[src/rtl/regfile_sb.sv]
// Multi-port register file with write-through bypass and a pending-write scoreboard; reads are
// combinational (zero latency), writes and busy bits update on clk; no backpressure, decode stalls on rd_busy.
module regfile_sb #(
    parameter int DATA_W   = 32,
    parameter int ADDR_W   = 5,
    parameter int NUM_RD   = 2,
    parameter int TEST_REG = 28
) (
    input  logic                     clk,
    input  logic                     rst_n,
    input  logic                     we,
    input  logic [ADDR_W-1:0]        waddr,
    input  logic [DATA_W-1:0]        wdata,
    input  logic [NUM_RD*ADDR_W-1:0] raddr,
    output logic [NUM_RD*DATA_W-1:0] rdata,
    output logic [NUM_RD-1:0]        rd_busy,
    input  logic                     sb_set,
    input  logic [ADDR_W-1:0]        sb_addr,
    output logic [ADDR_W:0]          sb_cnt,
    output logic [15:0]              test_out
);
    localparam int DEPTH = 1 << ADDR_W;

    logic [DATA_W-1:0] regs [DEPTH];
    logic [DEPTH-1:0]  busy;
    logic [DEPTH-1:0]  busy_next;
    logic [DEPTH-1:0]  set_vec;
    logic [DEPTH-1:0]  clr_vec;
    logic [ADDR_W:0]   cnt;
    logic              wr_ok;
    logic              set_ok;
    logic              cnt_inc;
    logic              cnt_dec;

    assign wr_ok  = we && (waddr != '0);
    assign set_ok = sb_set && (sb_addr != '0);

    always_ff @(posedge clk or negedge rst_n) begin
        if (!rst_n) begin
            for (int i = 0; i < DEPTH; i++) regs[i] <= '0;
        end else if (wr_ok) begin
            regs[waddr] <= wdata;
        end
    end

    // A new producer issued in the same cycle as the old one retires keeps the register busy.
    always_comb begin
        set_vec   = set_ok ? (DEPTH'(1) << sb_addr) : '0;
        clr_vec   = wr_ok  ? (DEPTH'(1) << waddr)   : '0;
        busy_next = (busy & ~clr_vec) | set_vec;
        cnt_inc   = set_ok && !busy[sb_addr];
        cnt_dec   = wr_ok && busy[waddr] && !(set_ok && (sb_addr == waddr));
    end

    always_ff @(posedge clk or negedge rst_n) begin
        if (!rst_n) begin
            busy <= '0;
            cnt  <= '0;
        end else begin
            busy <= busy_next;
            cnt  <= cnt + (ADDR_W+1)'(cnt_inc) - (ADDR_W+1)'(cnt_dec);
        end
    end

    assign sb_cnt   = cnt;
    assign test_out = regs[TEST_REG][15:0];

    for (genvar k = 0; k < NUM_RD; k++) begin : g_rd
        logic [ADDR_W-1:0] a;
        logic              hit;
        assign a   = raddr[k*ADDR_W +: ADDR_W];
        assign hit = we && (waddr == a);
        // Outputs are forced quiet while reset is held, even if a write is presented.
        assign rdata[k*DATA_W +: DATA_W] = (!rst_n || a == '0) ? '0 : (hit ? wdata : regs[a]);
        assign rd_busy[k] = rst_n && (a != '0) && busy[a] && !hit;
    end
endmodule
[config.mk]
export PLATFORM = sky130hd
export DESIGN_NAME = regfile_sb
export DESIGN_NICKNAME = d
export VERILOG_FILES = /design/src/rtl/regfile_sb.sv
export SDC_FILE = /design/constraint.sdc
export NUM_CORES = 2
export LEC_CHECK = 0
export ABC_AREA = 0
export BUFFER_PORTS_ARGS = -buffer_cell sky130_fd_sc_hd__clkbuf_2
export CORE_ASPECT_RATIO = 1.25
export CORE_MARGIN = 5
export CORE_UTILIZATION = 35
export DETAILED_ROUTE_END_ITERATION = 7
export SYNTH_ARGS = -nofsm -noshare
export SYNTH_HDL_FRONTEND = slang
export SYNTH_SLANG_ARGS = --single-unit
[constraint.sdc]
create_clock -name clk -period 5.13 [get_ports clk]
set_clock_uncertainty 0.2 [all_clocks]
set_input_delay 1.539 -clock clk [delete_from_list [all_inputs] [get_ports clk]]
set_output_delay 1.539 -clock clk [all_outputs]
set_load 0.005 [all_outputs]
==> impl_results.rst <==
.. list-table::
   :header-rows: 1

   * - Metric
     - Value
   * - Result of the run
     - complete, but fails checks
   * - Violated checks
     - setup timing
   * - Final worst path period share
     - 104%
   * - Via count of the first global-routing pass
     - 43,000
   * - Final setup margin
     - -0.185 ns
   * - Number of maximum-capacitance constraint violations
     - 0
   * - Proportion of power drawn by the clock network
     - 33.6%
   * - Area share of and/or/nand/nor cells after synthesis
     - 2.91%
   * - Proportion of synthesized flip-flops having asynchronous set or reset
     - 100%
   * - Number of H-tree branching levels
     - 3
   * - Switching share of total power
     - 28.7%
   * - Final count of pins violating max slew
     - 0
   * - Area inside the core boundary
     - 167,000 um^2
   * - Slew of the pin with the lowest slew margin
     - 1.08 ns
   * - Count of mapped cells out of synthesis
     - 4,243
   * - Number of buffer cells added on primary ports
     - 143
   * - Cell row count
     - 168
   * - Cell with the largest stage delay on the worst path
     - a221o_1
   * - First-pass GRT wire length
     - 311 mm
   * - Sequential-to-total area share from yosys stat
     - 45.2%
   * - Detailed-route via count
     - 42,700
   * - Part of the total power dissipated in combinational logic
     - 23.9%
   * - Final number of hold-violating endpoints
     - 0
   * - Register bit total from synthesis
     - 1,062
   * - Y dimension of the die
     - 468 um
   * - Mux share of post-synthesis cell area
     - 40.6%
   * - Maximum number of pins on one net before global-route repair
     - 165
   * - HPWL Detailed
     - 130 mm
   * - Final WL
     - 217 mm
   * - Die Span X
     - 377 um
   * - Net switching power of the design
     - 7.63 mW
   * - Dominant combinational cell family by area after synthesis
     - multiplexers
   * - Placed Instance Area
     - 65,000 um^2
   * - Total power divided by cell area
     - 361 nW/um^2
   * - Time the final worst path needs with I/O delays and setup
     - 5.31 ns
   * - Type of the worst setup path
     - in2out
   * - DP Worst Slack
     - -0.466 ns
   * - Detail-routed via count per cell
     - 6.17
   * - Endpoint class of the critical path
     - output port
   * - Post-Synthesis Cell Area
     - 58,800 um^2
   * - Routed len/inst
     - 31.4 um
   * - Number of buffers created by CTS
     - 118
   * - Unrepaired setup endpoints after global routing
     - yes
   * - Gp weighted congestion
     - 0.853
   * - Xor and xnor fraction of the mapped netlist area
     - 0.283%
   * - Maximum single-stage delay on the critical path
     - 0.43 ns
   * - Sink count of the clock tree
     - 1,062
   * - Critical-path maximum fanout
     - 29
   * - Commonest non-fill, non-tap cells in the layout
     - dfrtp_1 (1,062), mux2_2 (1,002), mux2i_1 (380)
   * - Number of warnings reported in the yosys synthesis log
     - 0
   * - Critical Path AT
     - 3.58 ns
   * - All-Layer GR Usage
     - 23.9%
   * - Starting density of the core
     - 35.1%
   * - Leading cell type in the layout, fill and taps excluded
     - dfrtp_1
   * - Maximum clock rate
     - 188 MHz
   * - Startpoint Class
     - primary input
   * - End-of-flow core utilization
     - 44.0%
   * - CP Data Required Time
     - 3.39 ns
   * - Gr ovfl total
     - 0
   * - Detailed Route Iter0 Violations
     - 4,359
   * - Final total power
     - 26.6 mW
   * - Count of filler cells inserted in the layout
     - 15,000
   * - Adder-cell area share of the yosys netlist
     - 0.162%
   * - Count of TritonRoute iterations in the first routing pass
     - 8
   * - Area fraction in compound gates after synthesis
     - 6.67%
   * - TNS Setup
     - -6.48 ns
   * - Worst-path clk slew
     - 0.06 ns
   * - Area Overhead vs Synth
     - 25.1%
   * - Mean instance size in the synthesized netlist
     - 13.9 um^2
   * - Drt drc
     - 0
   * - Multi-input logic area
     - 31,600 um^2
   * - Crit-path most repeated cell
     - buf_4
   * - Die area
     - 176,000 um^2
   * - Setup violation total in the final timing report
     - 62
   * - Sequential power share
     - 42.6%
   * - Final design instance area without fill
     - 73,600 um^2
   * - Worst relative slew slack
     - 27.7%
   * - Clock tree from TritonCTS
     - built
   * - Worst IR drop on VDD
     - 0.312 mV
   * - Predominant post-synthesis flop cell
     - dfrtp_1
   * - Reg area
     - 26,600 um^2
   * - Number of buffers on the longest clock path
     - 3
   * - Number of antenna-violating nets in the routed design
     - 0
   * - Number of I/O pins
     - 144
   * - Net Count, Synth
     - 4,306
   * - Clock Root Buffer
     - clkbuf_16
   * - Worst-skew pair later-pin latency
     - 0.73 ns
   * - Total number of nets in the final design
     - 4,666
   * - Min-Delay Path Class
     - reg2reg
   * - Fraction of layout instances using a drive strength above 1
     - 54.6%
   * - Number of distinct library cells after synthesis
     - 56
   * - Internal power consumption
     - 18.9 mW
   * - Leak pwr
     - 32.3 nW
   * - Post-synth EDFFs
     - 0
   * - Antenna violations before repair
     - 14
   * - Sequence of cells on the critical path
     - buf_16 -> buf_4 -> nor2b_4 -> buf_12 -> a221oi_2 -> buf_4 -> a21oi_1 -> o211ai_1 -> a221o_1 -> buf_2
==> per-layer routing <==
layer	part of all wire (%)	global-route usage, %
met5	0.041	0
met4	4.3	8.53
met3	9.2	5.62
met2	46	37.4
met1	41	32.6
==> final cells by class <==
cell class | count | area share (%)
multi-input cells | 2670 | 42.9
inverters | 20 | 0.109
repair buffers | 731 | 11.5
flip-flops and latches | 1062 | 36.1
clock inverters | 30 | 0.505
well taps | 2210 | 3.76
diodes | 5 | 0.0170
clock buffers | 185 | 5.00
==> synth_stat cells (all sizes together), types with 4 or more instances <==
cell,count,area share (%)
a22o,9,0.13
o21ai,79,0.67
mux2i,397,6.8
clkbuf,273,1.7
a31oi,6,0.064
xnor2,12,0.18
nand4b,4,0.060
nor3b,9,0.11
nand3,42,0.36
o211a,31,0.53
nor2b,12,0.13
buf,218,2.3
nand2,102,0.65
inv,19,0.12
ha,6,0.13
o211ai,34,0.44
mux2,1012,19
a22oi,58,0.74
dfrtp,1062,45
a211o,11,0.16
nor3,78,0.67
nand2b,38,0.40
a211oi,9,0.11
a221oi,138,2.1
nand4,4,0.043
a221o,59,1.0
mux4,371,14
nor2,45,0.29
xor2,7,0.10
a21oi,71,0.60
==> critical path, delay by kind of cell <==
kind	cells	cell delay, ns
and+or+nand+nor	1	0.26
AOI/OAI and AO/OA	4	0.77
buffers and inverters	5	0.95
==> repair_timing <==
| item | 4_1_cts | 5_1_grt |
|---|---|---|
| gates cloned | 31 | 9 |
| pin swaps | 50 | 120 |
| endpoints found under the setup margin | 66 | 66 |
| gates resized for setup | 292 | 305 |
| buffers inserted | 65 | 61 |
| hold buffers | 0 | 0 |
==> path summary, 6_finish.rpt <==
path	from	endpoint	slack, ns	depth (start not counted)
max	raddr[7]	rdata[48]	-0.18	10
min	regs[1021]$_DFFE_PN0P_	regs[1021]$_DFFE_PN0P_	0.19	0
max reg2reg	busy[7]$_DFF_PN0_	sb_cnt[4]$_DFF_PN0_	1.74	12
min reg2reg	regs[1021]$_DFFE_PN0P_	regs[1021]$_DFFE_PN0P_	0.19	0
max in group asynchronous	rst_n	regs[802]$_DFFE_PN0P_	1.48	4
min in group asynchronous	rst_n	busy[18]$_DFF_PN0_	0.43	1
==> power by group through the flow <==
stage	clock network [mW]	registers (mW)	logic [mW]
finish	8.91	11.3	6.34
CTS	9.03	11.2	6.04
global placement	0	11.3	5.55
global route	9.38	11.5	6.77
detailed placement	0	11.4	5.66
floorplan	0	10.9	4.07
==> cells by family after synthesis <==
logic type,Yosys count
flops,1062
compound gates,515
mux,1780
simple gates,349
fa+ha+maj,7
buf+inv,511
xor+xnor,19
==> state kept, by name, summed over array words and instances, names as in the netlist <==
register,flops
regs,1008
busy,32
test_out,16
sb_cnt,6
==> stage by stage <==
step	std cells	hold slack, ns
2_1_floorplan	4243	0.238
3_3_place_gp	6553	0.179
3_5_place_dp	6553	0.182
4_1_cts	6855	0.196
5_1_grt	6909	0.206
6_report	6913	0.195
Note: power is estimated with default switching activity, not from simulation.
